$ cat config.mk
export PLATFORM = sky130hd
export DESIGN_NAME = carfield_clk_div_ctrl
export DESIGN_NICKNAME = d
export VERILOG_FILES = /design/src/rtl/carfield_cfg_pkg.sv /design/src/rtl/carfield_clk_div_ctrl_if.sv /design/src/rtl/carfield_clk_div_chan.sv /design/src/rtl/carfield_clk_div_ctrl.sv
export SDC_FILE = /design/constraint.sdc
export NUM_CORES = 1
export LEC_CHECK = 0
export CORE_MARGIN = 8
export CORE_UTILIZATION = 56
export CTS_BUF_LIST = sky130_fd_sc_hd__clkbuf_2
export DETAILED_ROUTE_END_ITERATION = 10
export PLACE_DENSITY_LB_ADDON = 0.12
export SLEW_MARGIN = 10
export SYNTH_ARGS = -nofsm -noshare
export SYNTH_HDL_FRONTEND = slang
export SYNTH_SLANG_ARGS = --single-unit
$ cat constraint.sdc
create_clock -name clk_i -period 3.8 [get_ports clk_i]
set_input_delay 1.14 -clock clk_i [delete_from_list [all_inputs] [get_ports clk_i]]
set_output_delay 1.14 -clock clk_i [all_outputs]
set_load 0.005 [all_outputs]
$ cat src/rtl/carfield_cfg_pkg.sv
// Shared configuration for the Carfield clock-divider controller:
// domain count, division width, default-division array type and channel states.
package carfield_cfg_pkg;

  localparam int NumDomains = 6;
  localparam int DivWidth   = 8;

  typedef logic [NumDomains-1:0][DivWidth-1:0] div_array_t;

  localparam div_array_t DefaultDivAll = {NumDomains{DivWidth'(1)}};

  typedef enum logic [1:0] {
    StRun  = 2'd0,
    StPend = 2'd1,
    StOff  = 2'd2
  } div_state_e;

endpackage

$ cat src/rtl/carfield_clk_div_ctrl_if.sv
// Per-domain reconfiguration and status bundle shared by the controller and its channels.
interface carfield_clk_div_ctrl_if #(
  parameter int NumDomains = carfield_cfg_pkg::NumDomains,
  parameter int DivWidth   = carfield_cfg_pkg::DivWidth
) ();

  logic [NumDomains-1:0]               cfg_valid;
  logic [NumDomains-1:0]               cfg_ready;
  logic [NumDomains-1:0][DivWidth-1:0] cfg_div;
  logic [NumDomains-1:0]               cfg_en;
  logic [NumDomains-1:0]               tick;
  logic [NumDomains-1:0]               busy;
  logic [NumDomains-1:0][DivWidth-1:0] cur_div;

  modport master (
    output cfg_valid, cfg_div, cfg_en,
    input  cfg_ready, tick, busy, cur_div
  );

  modport slave (
    input  cfg_valid, cfg_div, cfg_en,
    output cfg_ready, tick, busy, cur_div
  );

endinterface

$ cat src/rtl/carfield_clk_div_chan.sv
// One divided-clock domain: tick counter, shadowed reconfiguration and the
// RUN/PEND/OFF sequencer that applies changes only on a period boundary.
//
// state  | meaning
// StRun  | ticking at cur_div, new request accepted into the shadow
// StPend | ticking on the old schedule, shadow applied at the next tick
// StOff  | no ticks, cnt held at 0, request applied on the next cycle
module carfield_clk_div_chan
  import carfield_cfg_pkg::*;
#(
  parameter int                  DivWidth   = carfield_cfg_pkg::DivWidth,
  parameter int                  Idx        = 0,
  parameter logic [DivWidth-1:0] DefaultDiv = DivWidth'(1),
  parameter logic                DefaultEn  = 1'b1
) (
  input logic                      clk_i,
  input logic                      rst_ni,
  carfield_clk_div_ctrl_if.slave   bus
);

  localparam logic [DivWidth-1:0] One      = DivWidth'(1);
  localparam logic [DivWidth-1:0] ResetDiv = (DefaultDiv == '0) ? One : DefaultDiv;

  div_state_e          state_q, state_d;
  logic [DivWidth-1:0] cnt_q, cnt_d;
  logic [DivWidth-1:0] cur_div_q, cur_div_d;
  logic [DivWidth-1:0] sh_div_q, sh_div_d;
  logic                sh_en_q, sh_en_d;
  logic [DivWidth-1:0] req_div;
  logic                tick;
  logic                accept;

  assign req_div = (bus.cfg_div[Idx] == '0) ? One : bus.cfg_div[Idx];
  assign tick    = (state_q != StOff) && (cnt_q == cur_div_q - One);
  assign accept  = bus.cfg_valid[Idx] && (state_q != StPend);

  assign bus.tick[Idx]      = tick;
  assign bus.cfg_ready[Idx] = (state_q != StPend);
  assign bus.busy[Idx]      = (state_q == StPend);
  assign bus.cur_div[Idx]   = cur_div_q;

  always_comb begin
    state_d   = state_q;
    cur_div_d = cur_div_q;
    sh_div_d  = sh_div_q;
    sh_en_d   = sh_en_q;
    cnt_d     = tick ? '0 : cnt_q + One;
    unique case (state_q)
      StRun: begin
        if (accept) begin
          sh_div_d = req_div;
          sh_en_d  = bus.cfg_en[Idx];
          state_d  = StPend;
        end
      end
      StPend: begin
        if (tick) begin
          cur_div_d = sh_div_q;
          state_d   = sh_en_q ? StRun : StOff;
        end
      end
      default: begin
        cnt_d = '0;
        if (accept) begin
          cur_div_d = req_div;
          state_d   = bus.cfg_en[Idx] ? StRun : StOff;
        end
      end
    endcase
  end

  always_ff @(posedge clk_i) begin
    if (!rst_ni) begin
      state_q   <= DefaultEn ? StRun : StOff;
      cnt_q     <= '0;
      cur_div_q <= ResetDiv;
      sh_div_q  <= '0;
      sh_en_q   <= 1'b0;
    end else begin
      state_q   <= state_d;
      cnt_q     <= cnt_d;
      cur_div_q <= cur_div_d;
      sh_div_q  <= sh_div_d;
      sh_en_q   <= sh_en_d;
    end
  end

endmodule

$ cat src/rtl/carfield_clk_div_ctrl.sv
// Multi-domain clock-enable divider with glitch-free per-domain reconfiguration.
// Flat ports are gathered into the shared bundle; each domain is an independent channel.
module carfield_clk_div_ctrl
  import carfield_cfg_pkg::*;
#(
  parameter int                    NumDomains = carfield_cfg_pkg::NumDomains,
  parameter int                    DivWidth   = carfield_cfg_pkg::DivWidth,
  parameter div_array_t            DefaultDiv = DefaultDivAll,
  parameter logic [NumDomains-1:0] DefaultEn  = {NumDomains{1'b1}}
) (
  input  logic                           clk_i,
  input  logic                           rst_ni,
  input  logic [NumDomains-1:0]          cfg_valid_i,
  output logic [NumDomains-1:0]          cfg_ready_o,
  input  logic [NumDomains*DivWidth-1:0] cfg_div_i,
  input  logic [NumDomains-1:0]          cfg_en_i,
  output logic [NumDomains-1:0]          tick_o,
  output logic [NumDomains-1:0]          busy_o,
  output logic [NumDomains*DivWidth-1:0] cur_div_o
);

  carfield_clk_div_ctrl_if #(
    .NumDomains (NumDomains),
    .DivWidth   (DivWidth)
  ) chan_bus ();

  assign chan_bus.cfg_valid = cfg_valid_i;
  assign chan_bus.cfg_div   = cfg_div_i;
  assign chan_bus.cfg_en    = cfg_en_i;
  assign cfg_ready_o        = chan_bus.cfg_ready;
  assign tick_o             = chan_bus.tick;
  assign busy_o             = chan_bus.busy;
  assign cur_div_o          = chan_bus.cur_div;

  for (genvar g = 0; g < NumDomains; g++) begin : g_chan
    carfield_clk_div_chan #(
      .DivWidth   (DivWidth),
      .Idx        (g),
      .DefaultDiv (DefaultDiv[g]),
      .DefaultEn  (DefaultEn[g])
    ) u_chan (
      .clk_i  (clk_i),
      .rst_ni (rst_ni),
      .bus    (chan_bus)
    );
  end

endmodule
==> results.sh, run 1 <==
export IMPL_skew_ns=0.0207
export IMPL_dp_slack_ns=0.148
export IMPL_cp_cell_sequence="or3_4 > o31a_1 > or4_4 > a211oi_4 > a21boi_2 > buf_2"
export IMPL_cts_tree="yes"
export IMPL_synth_edf_count=0
export IMPL_p_seq_frac=0.306
export IMPL_synth_distinct_cells=73
export IMPL_ys_seq_elements=162
export IMPL_dp_hpwl_um=14400
export IMPL_combinationalPowerShare=0.578
export IMPL_antenna_left=0
export IMPL_cellLeakagePower_uw=0.00438
export IMPL_critPathArrivalTime_ns=2.68
export IMPL_rsz0062_at_grt="true"
export IMPL_htree_levels=4
export IMPL_clock_sinks=162
export IMPL_powerDensity_nw_per_um2=774
export IMPL_grt_usage=0.226
export IMPL_cts_buffers=17
export IMPL_holdCritPathClass="reg -> reg"
export IMPL_finalSetupViolCount=2
export IMPL_fin_total_pwr_uw=8190
export IMPL_syn_nets=1005
export IMPL_cp_slowest_cell="or4_4"
export IMPL_finalHoldViolations=0
export IMPL_grt_max_degree=57
export IMPL_die_area_um2=18800
export IMPL_fillers=1085
export IMPL_initialDrtViolationCount=442
export IMPL_grt_pass1_vias=7101
export IMPL_dp_cells=1215
export IMPL_synthFlopType="dfxtp_1"
export IMPL_clock_fmax_mhz=262
export IMPL_wirelength_um=21600
export IMPL_cts_buffer_depth=2
export IMPL_synth_area_um2=8230
export IMPL_ir_drop_uv=444
export IMPL_die_x_um=137
export IMPL_layout_commonest_cell="dfxtp_1"
export IMPL_cp_required_ns=2.66
export IMPL_worst_slack_ns=-0.0213
export IMPL_critPathLaunchType="flip-flop"
export IMPL_swShare=0.390
export IMPL_max_slew_margin_rel=0.561
export IMPL_layout_area_seq_um2=3310
export IMPL_cts_clk_slew_worst_paths_ns=0.22
export IMPL_syn_inst=931
export IMPL_maxCapViolations=0
export IMPL_clock_latency_ns=0.70
export IMPL_outcome="finished with violations"
export IMPL_yosysTopAreaCellShare=0.394
export IMPL_tightest_slew_ns=0.656
export IMPL_rows=44
export IMPL_drcViolationCount=0
export IMPL_power_frac_clock=0.116
export IMPL_grt_pass1_wl_um=34800
export IMPL_root_buffer="clkbuf_2"
export IMPL_async_reset_ff_frac=0
export IMPL_initial_core_util=0.571
export IMPL_cp_slowest_stage_delay_ns=0.44
export IMPL_diodes=0
export IMPL_yosysTopAreaCell="dfxtp_1"
export IMPL_syn_to_final_growth_pct=28.6
export IMPL_vias_per_cell=5.65
export IMPL_endpoint_kind="output pin"
export IMPL_grt_antenna_before_repair=1
export IMPL_wire_per_inst_um=16.8
export IMPL_power_switching_uw=3190
export IMPL_fin_cells=1291
export IMPL_vias=7293
export IMPL_chipHeight_um=137
export IMPL_critPathBufInv=1
export IMPL_finalCritPeriodShare=1.01
export IMPL_io_pins=128
export IMPL_gp_congestion=0.867
export IMPL_fin_util=0.734
export IMPL_avgSynthCellArea_um2=8.84
export IMPL_port_buffers=127
export IMPL_setup_tns_ns=-0.0236
export IMPL_p_int_uw=5000
export IMPL_synth_yosys_seq_area_share=0.394
export IMPL_period_minus_slack_ns=3.82
export IMPL_maxSlewViolCount=0
export IMPL_violations="negative setup slack"
export IMPL_finalNetCount=1168
export IMPL_dr_pass1_iters=5
export IMPL_core_area_um2=14400
export IMPL_path_max_fanout=2
export IMPL_crit_family="simple AND/OR/NAND/NOR gates"
export IMPL_drive_gt1_frac=0.176
export IMPL_yosys_warnings=0
export IMPL_layout_common_cells="dfxtp_1 (136), nor2_1 (131), clkdlybuf4s50_1 (120)"
export IMPL_overflow=0
export IMPL_multiInputGateArea_um2=4870
export IMPL_setup_worst_path_class="reg -> out"
export IMPL_synthTopCellsByArea="dfxtp_1 (39%), mux2i_1 (8.0%), nor2_1 (6.0%)"
stage by stage:
step	instance area [µm²]	hold slack, ns
finish	10600	0.487
global route	10600	0.514
CTS	10400	0.487
detailed placement	9680	0.467
global placement	9680	0.456
floorplan	8230	0.436
cell type report:
class / instances / share of cell area
multi-input combinational: 682 / 0.460
sequential: 162 / 0.312
timing repair buffer: 196 / 0.170
tap: 184 / 0.0218
clock inverter: 12 / 0.0132
inverter: 35 / 0.0127
clock buffer: 20 / 0.00946
synthesized netlist by cell type, types with 6 or more instances:
master and n:
a211oi_1 22, and2_1 7, nand2_1 45, or3_1 9, o21ai_0 27, mux2i_1 66
and3_1 23, o211ai_1 12, nand3_1 39, nand2b_1 7, a221oi_1 9, nand3b_1 6
dfxtp_1 162, ha_1 12, nor4_1 12, inv_1 33, nor2_1 132, xor2_1 45
a311oi_1 8, o211a_1 14, o311a_1 6, a21oi_1 28, buf_4 6, nand4_1 12
clkbuf_1 30, xnor2_1 48, nor3b_1 8, nor3_1 23, buf_1 7
kinds of logic after synthesis:
kind of cell	count (synthesis)	synth area share
buffers and inverters	87	0.0473
AO/OA/AOI/OAI	157	0.141
multiplexers	68	0.0830
adder cells (fa/ha/maj)	12	0.0182
flip-flops	162	0.394
XOR/XNOR	95	0.105
AND/OR/NAND/NOR	350	0.211
final timing paths:
check,start,slack [ns],endpoint,depth (start not counted)
worst max register to register,g_chan[1].u_chan.cur_div_q[3],0.08,g_chan[1].u_chan.cnt_q[7],21
worst min register to register,g_chan[1].u_chan.sh_div_q[1],0.49,g_chan[1].u_chan.cur_div_q[1],2
worst min-delay path,g_chan[1].u_chan.sh_div_q[1],0.49,g_chan[1].u_chan.cur_div_q[1],2
worst max-delay path,g_chan[3].u_chan.cur_div_q[2],-0.02,tick_o[3],6
power by group through the flow:
stage | sequential (µW) | combinational (µW) | clock, µW
2_1_floorplan | 2420 | 2440 | 0
3_3_place_gp | 2490 | 3490 | 0
3_5_place_dp | 2500 | 3520 | 0
4_1_cts | 2480 | 4380 | 977
5_1_grt | 2560 | 5140 | 1050
6_report | 2500 | 4730 | 954
worst min-delay path: cells and delay by family (launching register included):
kind	cells	cell delay, ns
AO/OA/AOI/OAI	1	0.07
AND/OR/NAND/NOR	1	0.05
flip-flops	1	0.35
routing by layer:
metal	vias to the layer above	GRT usage	wire (µm)
li1	3649	-	-
met2	185	0.371	10200
met5	-	0	13
met3	22	0.0573	1190
met4	2	0.0501	215
met1	3435	0.294	9970
registers in the layout (all words and copies together), names as in the netlist:
name,count
g_chan.u_chan.sh_div_q,48
g_chan.u_chan.state_q,12
g_chan.u_chan.cur_div_q,48
g_chan.u_chan.sh_en_q,6
g_chan.u_chan.cnt_q,48
repair_timing:
| action | 4_1_cts | 5_1_grt |
|---|---|---|
| pin swaps | 15 | 15 |
| cloned | 0 | 0 |
| hold buffers | 0 | 0 |
| endpoints found under the setup margin | 6 | 15 |
| hold endpoints to repair | 0 | 0 |
| resized for setup | 86 | 40 |
| buffers inserted | 36 | 11 |
Note: power is estimated with default switching activity, not from simulation.
==> run 2, diff against run 1 <==
- RECOVER_POWER: unset -> 50
==> results.sh, run 2 (synthesis gave the netlist of run 1 again) <==
export IMPL_die_area_um2=18800
export IMPL_period_minus_slack_ns=3.81
export IMPL_worst_slack_ns=-0.00994
export IMPL_cellLeakagePower_uw=0.00433
export IMPL_skew_ns=0.0207
export IMPL_r2r_start="g_chan[1].u_chan.cur_div_q[3]"
export IMPL_top_regs="g_chan.u_chan.cnt_q (48), g_chan.u_chan.cur_div_q (48), g_chan.u_chan.sh_div_q (48)"
export IMPL_wire_per_inst_um=16.7
export IMPL_path_max_fanout=2
export IMPL_grt_pass1_vias=7101
export IMPL_vias=7338
export IMPL_drcViolationCount=0
export IMPL_wirelength_um=21600
export IMPL_clock_latency_ns=0.70
export IMPL_overflow=0
export IMPL_setup_worst_path_class="reg -> out"
export IMPL_clock_fmax_mhz=262
export IMPL_grt_antenna_before_repair=1
export IMPL_swShare=0.392
export IMPL_combinationalPowerShare=0.575
export IMPL_core_area_um2=14400
export IMPL_cts_buffer_depth=2
export IMPL_cts_tree="yes"
export IMPL_cts_clk_slew_worst_paths_ns=0.22
export IMPL_p_int_uw=4940
export IMPL_powerDensity_nw_per_um2=774
export IMPL_finalNetCount=1168
export IMPL_layout_common_cells="dfxtp_1 (140), nor2_1 (131), clkdlybuf4s50_1 (114)"
export IMPL_initial_core_util=0.571
export IMPL_critPathArrivalTime_ns=2.67
export IMPL_dp_hpwl_um=14400
export IMPL_cts_buffers=17
export IMPL_grt_usage=0.226
export IMPL_maxSlewViolCount=0
export IMPL_htree_levels=4
export IMPL_holdCritPathClass="reg -> reg"
export IMPL_max_slew_margin_rel=0.481
export IMPL_hp_start="g_chan[1].u_chan.sh_div_q[1]"
export IMPL_initialDrtViolationCount=464
export IMPL_finalHoldViolations=0
export IMPL_dr_pass1_iters=4
export IMPL_layout_commonest_cell="dfxtp_1"
export IMPL_cp_required_ns=2.66
export IMPL_setup_tns_ns=-0.00994
export IMPL_gp_congestion=0.867
export IMPL_antenna_left=0
export IMPL_port_buffers=127
export IMPL_chipHeight_um=137
export IMPL_clock_sinks=162
export IMPL_crit_start="g_chan[3].u_chan.cur_div_q[2]"
export IMPL_power_frac_clock=0.117
export IMPL_ir_drop_uv=444
export IMPL_drive_gt1_frac=0.157
export IMPL_rsz0062_at_grt="true"
export IMPL_power_switching_uw=3180
export IMPL_tightest_slew_ns=0.778
export IMPL_design_area_um2=10500
export IMPL_die_x_um=137
export IMPL_fin_util=0.728
export IMPL_syn_to_final_growth_pct=27.6
export IMPL_diodes=0
export IMPL_grt_pass1_wl_um=34800
export IMPL_placed_cell_area_um2=9680
export IMPL_violations="negative setup slack"
export IMPL_root_buffer="clkbuf_2"
export IMPL_outcome="finished with violations"
export IMPL_vias_per_cell=5.68
export IMPL_grt_max_degree=57
export IMPL_maxCapViolations=0
export IMPL_io_pins=128
export IMPL_critPathLaunchType="flip-flop"
export IMPL_endpoint_kind="output pin"
export IMPL_finalSetupViolCount=1
export IMPL_rows=44
export IMPL_finalCritPeriodShare=1.00
export IMPL_p_seq_frac=0.307
-- run 2: cell count changes in the layout (fill, tap and decap cells not counted), sizes merged --
cell / before / now
dlygate4sd3: 0 / 6
buf: 76 / 66
clkbuf: 20 / 30
clkdlybuf4s50: 120 / 114
-- run 2: worst max-delay path: stages (launching register included) --
cell and delay [ns]:
dfxtp_1 0.36, or3_4 0.38, o31a_1 0.25, or4_4 0.44
a211oi_4 0.24, a21boi_2 0.18, buf_2 0.12
-- run 2: worst paths after layout --
path	end	slack, ns	depth (start not counted)
worst max-delay path	tick_o[3]	-0.01	6
worst min register to register	g_chan[1].u_chan.cur_div_q[1]	0.49	2
worst max register to register	g_chan[1].u_chan.cnt_q[7]	0.08	21
worst min-delay path	g_chan[1].u_chan.cur_div_q[1]	0.49	2
-- run 2: metal layers --
layer / up-vias / GRT usage / share of wire / wire length [µm]
li1: 3649 / - / - / -
met3: 25 / 0.0573 / 0.054 / 1160
met4: 2 / 0.0501 / 0.011 / 240
met2: 168 / 0.371 / 0.48 / 10300
met5: - / 0 / 0.00060 / 13
met1: 3494 / 0.294 / 0.46 / 9870
-- run 2: final cells by class --
| class | instances | area [µm²] |
|---|---|---|
| Sequential cell | 162 | 3300 |
| Inverter | 35 | 134 |
| Clock inverter | 12 | 140 |
| Multi-Input combinational cell | 682 | 4830 |
| Tap cell | 184 | 230 |
| Timing Repair Buffer | 196 | 1770 |
| Fill cell | 1102 | 3930 |
| Clock buffer | 20 | 100 |
-- run 2: metrics by stage --
step	cells	hold WS, ns	total power (µW)	setup slack [ns]
3_5_place_dp	1215	0.467	6020	0.148
4_1_cts	1282	0.487	7830	-0.0979
3_3_place_gp	1215	0.456	5980	0.244
5_1_grt	1291	0.514	8680	-0.190
6_report	1291	0.488	8120	-0.00994
2_1_floorplan	931	0.436	4860	0.303
-- run 2: power groups by stage --
stage	Sequential [µW]	Clock [µW]	Combinational (µW)
after floorplan	2420	0	2440
after global placement	2490	0	3490
after detailed placement	2500	0	3520
after CTS	2480	977	4380
after global routing	2550	1050	5080
final	2500	953	4670
-- run 2: what timing repair did --
action | CTS | global route
hold buffers | 0 | 0
gates resized for setup | 86 | 40
endpoints found under the setup margin | 6 | 15
setup buffers | 36 | 11
hold endpoints to repair | 0 | 0
pin swaps | 15 | 15
